`src/rtl/press_game_ctrl_if.sv`:
```
// press_game_ctrl_if: drawer command/completion bus
// master issues draw commands, slave answers with draw_done
interface press_game_ctrl_if #(
  parameter int PH_W = 3
);
  logic            draw_req;
  logic            draw_item;
  logic            draw_erase;
  logic [PH_W-1:0] draw_pos;
  logic            draw_done;

  modport master (
    output draw_req,
    output draw_item,
    output draw_erase,
    output draw_pos,
    input  draw_done
  );

  modport slave (
    input  draw_req,
    input  draw_item,
    input  draw_erase,
    input  draw_pos,
    output draw_done
  );
endinterface

```
`src/rtl/press_game_ctrl.sv`:
```
// press_game_ctrl: sweeps a press across garbage lanes,
// sequences drawer commands and scores button hits
module press_game_ctrl #(
  parameter int N_LANES  = 4,
  parameter int SCORE_W  = 8,
  parameter int MAX_MISS = 3
) (
  input  logic                       CLOCK_50,
  input  logic                       reset_n,
  input  logic                       tick,
  input  logic                       hit_n,
  input  logic [$clog2(N_LANES)-1:0] rng,
  press_game_ctrl_if.master          draw,
  output logic [SCORE_W-1:0]         score,
  output logic [3:0]                 misses,
  output logic                       game_over
);
  localparam int LANE_W = $clog2(N_LANES);
  localparam int PH_W   = LANE_W + 1;
  localparam int P      = 2 * (N_LANES - 1);

  // draw states are consecutive so completion steps by +1
  typedef enum logic [2:0] {
    S_ERASE_GARB,
    S_DRAW_GARB,
    S_ERASE_PRESS,
    S_DRAW_PRESS,
    S_ARMED,
    S_SPENT,
    S_OVER
  } state_t;

  state_t state, state_d;

  logic [PH_W-1:0]    phase, phase_d;
  logic [PH_W-1:0]    prev_phase, prev_phase_d;
  logic [LANE_W-1:0]  garb, garb_d;
  logic [LANE_W-1:0]  prev_garb, prev_garb_d;
  logic [SCORE_W-1:0] score_d;
  logic [3:0]         misses_d;
  logic               over_d;
  logic               pending, pending_d;
  logic               sent, sent_d;
  logic               req, req_d;
  logic               item, item_d;
  logic               erase, erase_d;
  logic [PH_W-1:0]    pos, pos_d;

  logic [2:0]         sync;
  logic               fall;
  logic               on_lane;
  logic               step;
  logic [PH_W-1:0]    phase_nxt;
  logic [3:0]         miss_inc;

  function automatic logic [LANE_W-1:0] lane_of(
    input logic [PH_W-1:0] ph
  );
    logic [PH_W-1:0] m;
    m = (ph < PH_W'(N_LANES)) ? ph : PH_W'(P) - ph;
    return m[LANE_W-1:0];
  endfunction

  assign fall      = sync[2] & ~sync[1];
  assign on_lane   = lane_of(phase) == garb;
  assign step      = tick | pending;
  assign miss_inc  = misses + 4'd1;
  assign phase_nxt = (phase == PH_W'(P - 1)) ?
                     '0 : phase + PH_W'(1);

  assign draw.draw_req   = req;
  assign draw.draw_item  = item;
  assign draw.draw_erase = erase;
  assign draw.draw_pos   = pos;

  always_ff @(posedge CLOCK_50 or negedge reset_n) begin
    if (!reset_n) begin
      sync <= '1;
    end else begin
      sync <= {sync[1:0], hit_n};
    end
  end

  always_ff @(posedge CLOCK_50 or negedge reset_n) begin
    if (!reset_n) begin
      state      <= S_ERASE_GARB;
      phase      <= '0;
      prev_phase <= '0;
      garb       <= '0;
      prev_garb  <= '0;
      score      <= '0;
      misses     <= '0;
      game_over  <= 1'b0;
      pending    <= 1'b0;
      sent       <= 1'b0;
      req        <= 1'b0;
      item       <= 1'b0;
      erase      <= 1'b0;
      pos        <= '0;
    end else begin
      state      <= state_d;
      phase      <= phase_d;
      prev_phase <= prev_phase_d;
      garb       <= garb_d;
      prev_garb  <= prev_garb_d;
      score      <= score_d;
      misses     <= misses_d;
      game_over  <= over_d;
      pending    <= pending_d;
      sent       <= sent_d;
      req        <= req_d;
      item       <= item_d;
      erase      <= erase_d;
      pos        <= pos_d;
    end
  end

  always_comb begin
    state_d      = state;
    phase_d      = phase;
    prev_phase_d = prev_phase;
    garb_d       = garb;
    prev_garb_d  = prev_garb;
    score_d      = score;
    misses_d     = misses;
    over_d       = game_over;
    pending_d    = pending;
    sent_d       = sent;
    req_d        = 1'b0;
    item_d       = item;
    erase_d      = erase;
    pos_d        = pos;

    unique case (state)
      S_ERASE_GARB, S_DRAW_GARB,
      S_ERASE_PRESS, S_DRAW_PRESS: begin
        if (tick) pending_d = 1'b1;
        if (!sent) begin
          req_d   = 1'b1;
          sent_d  = 1'b1;
          item_d  = state == S_ERASE_PRESS ||
                    state == S_DRAW_PRESS;
          erase_d = state == S_ERASE_GARB ||
                    state == S_ERASE_PRESS;
          unique case (1'b1)
            state == S_ERASE_GARB:  pos_d = {1'b0, prev_garb};
            state == S_DRAW_GARB:   pos_d = {1'b0, garb};
            state == S_ERASE_PRESS: pos_d = prev_phase;
            default:                pos_d = phase;
          endcase
        // done in the req cycle itself is not ours
        end else if (!req && draw.draw_done) begin
          sent_d  = 1'b0;
          state_d = state_t'(state + 3'd1);
          if (state == S_DRAW_PRESS) begin
            prev_garb_d  = garb;
            prev_phase_d = phase;
          end
        end
      end
      S_ARMED: begin
        if (fall && on_lane) begin
          score_d   = (&score) ? score
                    : score + SCORE_W'(1);
          garb_d    = rng;
          state_d   = S_SPENT;
          pending_d = step;
        end else if (step) begin
          pending_d = 1'b0;
          phase_d   = phase_nxt;
          state_d   = S_ERASE_GARB;
          if (on_lane) begin
            misses_d = miss_inc;
            if (miss_inc == 4'(MAX_MISS)) begin
              state_d = S_OVER;
              over_d  = 1'b1;
            end
          end
        end
      end
      S_SPENT: begin
        if (step) begin
          pending_d = 1'b0;
          phase_d   = phase_nxt;
          state_d   = S_ERASE_GARB;
        end
      end
      default: begin
        pending_d = 1'b0;
        over_d    = 1'b1;
      end
    endcase
  end
endmodule

```
`src/flat_wrapper.sv`:
```
// flat-port wrapper written by rule: the top's interface ports become plain ports
module press_game_ctrl_flat 
#(
  parameter int N_LANES  = 4,
  parameter int SCORE_W  = 8,
  parameter int MAX_MISS = 3
)
  (CLOCK_50, reset_n, tick, hit_n, rng, score, misses, game_over, draw_draw_req, draw_draw_item, draw_draw_erase, draw_draw_pos, draw_draw_done);
  press_game_ctrl_if #(.PH_W((3))) draw_i ();
  input  logic CLOCK_50;
  input  logic reset_n;
  input  logic tick;
  input  logic hit_n;
  input  logic [$clog2(N_LANES)-1:0] rng;
  output logic [SCORE_W-1:0] score;
  output logic [3:0] misses;
  output logic game_over;
  output wire logic [$bits(draw_i.draw_req)-1:0] draw_draw_req;
  output wire logic [$bits(draw_i.draw_item)-1:0] draw_draw_item;
  output wire logic [$bits(draw_i.draw_erase)-1:0] draw_draw_erase;
  output wire logic [$bits(draw_i.draw_pos)-1:0] draw_draw_pos;
  input wire logic [$bits(draw_i.draw_done)-1:0] draw_draw_done;
  assign draw_draw_req = draw_i.draw_req;
  assign draw_draw_item = draw_i.draw_item;
  assign draw_draw_erase = draw_i.draw_erase;
  assign draw_draw_pos = draw_i.draw_pos;
  assign draw_i.draw_done = draw_draw_done;
  press_game_ctrl #(.N_LANES(N_LANES), .SCORE_W(SCORE_W), .MAX_MISS(MAX_MISS)) u_core (.CLOCK_50(CLOCK_50), .reset_n(reset_n), .tick(tick), .hit_n(hit_n), .rng(rng), .draw(draw_i), .score(score), .misses(misses), .game_over(game_over));
endmodule
```
`config.mk`:
```
export PLATFORM = sky130hd
export DESIGN_NAME = press_game_ctrl_flat
export DESIGN_NICKNAME = d
export VERILOG_FILES = /design/src/rtl/press_game_ctrl_if.sv /design/src/rtl/press_game_ctrl.sv /design/src/flat_wrapper.sv
export SDC_FILE = /design/constraint.sdc
export NUM_CORES = 1
export LEC_CHECK = 0
export CORE_MARGIN = 2
export CORE_UTILIZATION = 40
export DETAILED_ROUTE_END_ITERATION = 7
export DONT_BUFFER_PORTS = 1
export GPL_TIMING_DRIVEN = 1
export PLACE_DENSITY_LB_ADDON = 0.15
export SYNTH_ARGS = -nofsm -noshare
export SYNTH_HDL_FRONTEND = slang
export SYNTH_SLANG_ARGS = --single-unit
```
`constraint.sdc`:
```
create_clock -name CLOCK_50 -period 2.2 [get_ports CLOCK_50]
set_input_delay 0.22 -clock CLOCK_50 [delete_from_list [all_inputs] [get_ports CLOCK_50]]
set_output_delay 0.22 -clock CLOCK_50 [all_outputs]
set_load 0.005 [all_outputs]
```
==> results.tsv <==
stage	metric	value	unit
power	leakage power	0.9569	nW
synthesis	Yosys top cell by area	dfrtp_1	
global_route	GR peak layer	met2	
global_route	met1 usage	21.65	%
placement	Cell Area, Placed	2028	µm²
cells_and_area	register area	929.6	µm²
sta	pin slew with the least headroom to its limit	499.9	ps
floorplanning	I/O pin count	26	
sta	Worst Skew	4.727	ps
synthesis	synthesis warning total	0	
detailed_routing	DRC marker count from the first detailed-route iteration	50	
cells_and_area	Fillers	427	
worst_setup_path	reg2reg start	u_core.state[0]	
placement	I/O Buffers	0	
floorplanning	DIE AREA	5349	µm²
clock_tree	post-CTS setup buffer count	0	
detailed_routing	Post-DRT Antenna Nets	0	
synthesis	Mapped Area	1912	µm²
placement	GP Congestion	0.8026	
clock_tree	Root Buffer	clkbuf_8	
worst_hold_path	hold path startpoint	rng[1]	
sta	final worst path period share	93.46	%
cells_and_area	NumNets Final	204	
floorplanning	initial core utilization	41.02	%
sta	Final Max Tran Viols	0	
synthesis	Synth top cells by count	dfrtp_1 (34), nor2_1 (13), a21oi_1 (12), ha_1 (12), nand2_1 (12)	
synthesis	most frequent cell after synthesis	dfrtp_1	
sta	Final Critical Period	2056	ps
worst_hold_path	worst hold path type	input port to flop	
worst_setup_path	Setup crit end kind	flop	
worst_setup_path	Critical Path Fanout Max	8	
power	internal power	1.748	mW
synthesis	Post-synth EDFFs	0	
worst_setup_path	slowest CP cell	dfrtp_1	
global_route	global-route wire length before repair	6782	µm
global_route	Total GRT Usage	16.71	%
global_route	largest net degree at the start of global routing	38	
power	Pwr per Cell Area	1350	nW/µm²
worst_setup_path	Reg2Reg Capture Point	u_core.state[1]	
clock_tree	CTS sink count	37	
global_route	number of global-route vias before repair	1396	
worst_setup_path	nature of the critical path startpoint	flop	
synthesis	Synth Area per Inst	11.31	µm²
cells_and_area	n_diodes	0	
floorplanning	Rows	25	
power	combinational cell fraction of total power	43.7	%
sta	Final Hold Vio Count	0	
flow_run	Max Cap Viol	0	
worst_hold_path	hold endpoint	u_core.garb[1]	
worst_setup_path	cell count of the worst reg-to-reg path	7	
cells_and_area	fraction of layout cells with a size suffix above 1	20.97	%
worst_setup_path	R2R setup slack	140	ps
cells_and_area	post-route cell area	2165	µm²
worst_setup_path	crit path DAT	2230	ps
power	Clock power frac	17.0	%
synthesis	cells after synthesis	169	
run_status	status	finished, final reports clean	
synthesis	Net Count, Synth	188	
floorplanning	die width	73.14	µm
power	switching pwr	1.174	mW
synthesis	Yosys reg bits	37	
global_route	initial antenna violation count	0	
worst_setup_path	cells along the critical path	inv_1, ha_2, nor3_1, o21ba_2, nor4b_2, o21ai_2, mux2_2	
worst_hold_path	Min-Delay Path Depth	1	
sta	slew margin rel.	66.45	%
worst_setup_path	critical path class	flop to flop	
power	Max VDD drop	0.6627	mV
sta	Finish-stage setup viols	0	
sta	fmax	486.4	MHz
power	Sw Share	40.19	%
detailed_routing	Total Wirelength	3929	µm
synthesis	sequential area share after synthesis	48.63	%
sta	RSZ-0062 raised after global routing	false	
floorplanning	die height	73.14	µm
clock_tree	clk_lat worst skew	290	ps
sta	setup_tns	0	ps
synthesis	Async SR Flop Fraction	100.0	%
clock_tree	Max clock buf depth	2	
synthesis	post-synth top area share	44.50	%
global_route	M2 GR Usage	25.33	%
synthesis	Unique masters post-synth	45	
clock_tree	total CTS buffers	5	
detailed_routing	Via density	5.546	
global_route	met3 Resource Use GR	5.939	%
global_route	GRT overflow	0	
detailed_routing	DR WL/cell	16.37	µm
clock_tree	clock tree from TritonCTS	yes	
floorplanning	Core ar.	4661	µm²
clock_tree	Clock transition at path regs	70	ps
detailed_routing	drt drc	0	
cells_and_area	area delta synth->final	13.22	%
worst_setup_path	critical path data required time	2370	ps
synthesis	top cells by area, synth	dfrtp_1 (45%), ha_1 (7.9%), mux2_2 (4.7%)	
clock_tree	CTS H-tree lvls	2	
synthesis	Top FF cell, synth	dfrtp_1	
cells_and_area	Multi-input gate area	947.2	µm²
detailed_routing	First-pass DRT Iterations	4	
placement	Detailed Place HPWL	2900	µm
worst_setup_path	CP max stage delay	420	ps
power	Seq pwr share	39.4	%
detailed_routing	via count	1331	
==> flip-flops by register name (all words and copies together), names as in the netlist, 2 cells and up <==
register / flops
u_core.score: 8
u_core.misses: 4
u_core.draw.draw_pos: 3
u_core.phase: 3
u_core.prev_phase: 3
u_core.state: 3
u_core.sync: 3
u_core.garb: 2
u_core.prev_garb: 2
==> cell type report <==
class                           count  share of cell area (%)
Multi-Input combinational cell    122                   43.76
Sequential cell                    37                   42.95
Timing Repair Buffer               10                   4.277
Clock buffer                        7                   3.988
Tap cell                           54                   3.121
Inverter                            9                   1.561
Clock inverter                      1                  0.3468
==> logic make-up (layout without fill, tap and decap cells) <==
kind of cell | Yosys count | count (layout) | share of synthesized area, %
compound gates | 31 | 31 | 10.73
xor+xnor | 14 | 14 | 6.807
fa+ha+maj | 12 | 12 | 7.853
buf+inv | 10 | 27 | 1.963
flops | 37 | 37 | 48.63
mux | 13 | 13 | 8.311
simple gates | 52 | 52 | 15.71
==> how the worst max path moves through the flow <==
| stage | to | start | cells after the start |
|---|---|---|---|
| finish | u_core.state[1] | u_core.state[0] | 7 |
| global route | u_core.state[1] | u_core.state[0] | 7 |
| CTS | u_core.state[1] | u_core.state[0] | 7 |
| detailed placement | u_core.state[2] | u_core.state[0] | 7 |
| global placement | u_core.state[1] | u_core.state[0] | 7 |
| floorplan | u_core.phase[0] | u_core.phase[0] | 7 |
==> stage by stage <==
stage               power [mW]  util [%]  instances  hold slack [ps]  setup WS [ps]
floorplan                2.069         -        169           -75.59          198.7
global placement         2.367     43.52        229           -74.39          131.1
detailed placement       2.413     43.52        229           -74.45          96.82
CTS                      2.939     46.39        240            70.27          79.11
global route             3.180     46.44        240            68.23          43.03
finish                   2.922     46.44        240            78.91          143.9
==> worst max-delay path: cells and delay by family, from the launching register on <==
| kind | cells | cell delay, ps |
|---|---|---|
| buffers and inverters | 1 | 140 |
| and+or+nand+nor | 2 | 420 |
| AOI/OAI and AO/OA | 2 | 390 |
| DFF | 1 | 420 |
| muxes | 1 | 290 |
| adders and majority gates | 1 | 280 |
==> timing repair <==
| item | CTS | global route |
|---|---|---|
| hold buffers | 3 | 0 |
| endpoints found under the hold margin | 38 | 0 |
| resized for setup | 0 | 1 |
| setup endpoints to repair | 0 | 3 |
==> power groups by stage <==
stage	combinational, mW	sequential (mW)	clock, mW
after detailed placement	1.25	1.16	0
after global placement	1.22	1.15	0
after CTS	1.28	1.15	0.509
after global routing	1.44	1.19	0.550
after floorplan	0.976	1.09	0
final	1.28	1.15	0.496
==> cells in the final DEF (no fill, tap or decap), types with 3 or more instances in the layout <==
cell | netlist | layout
inv_1 | 9 | 9
buf_4 | 0 | 7
mux2_2 | 8 | 8
nand2_1 | 12 | 12
ha_1 | 12 | 11
and3_1 | 3 | 3
dfrtp_1 | 34 | 34
dfstp_2 | 3 | 3
a21oi_1 | 12 | 12
nand4_1 | 3 | 3
xor2_1 | 3 | 3
o21ai_1 | 3 | 3
nor2b_1 | 3 | 3
nor2_1 | 13 | 13
nor3_1 | 3 | 3
nand3_1 | 5 | 5
xnor2_1 | 10 | 10
clkbuf_8 | 0 | 6
==> routing by layer <==
metal / vias up / wire, µm
li1: 633 / -
met1: 645 / 1748
met2: 43 / 1843
met3: 10 / 262
met4: 0 / 74
met5: - / 0
Note: power is estimated with default switching activity, not from simulation.
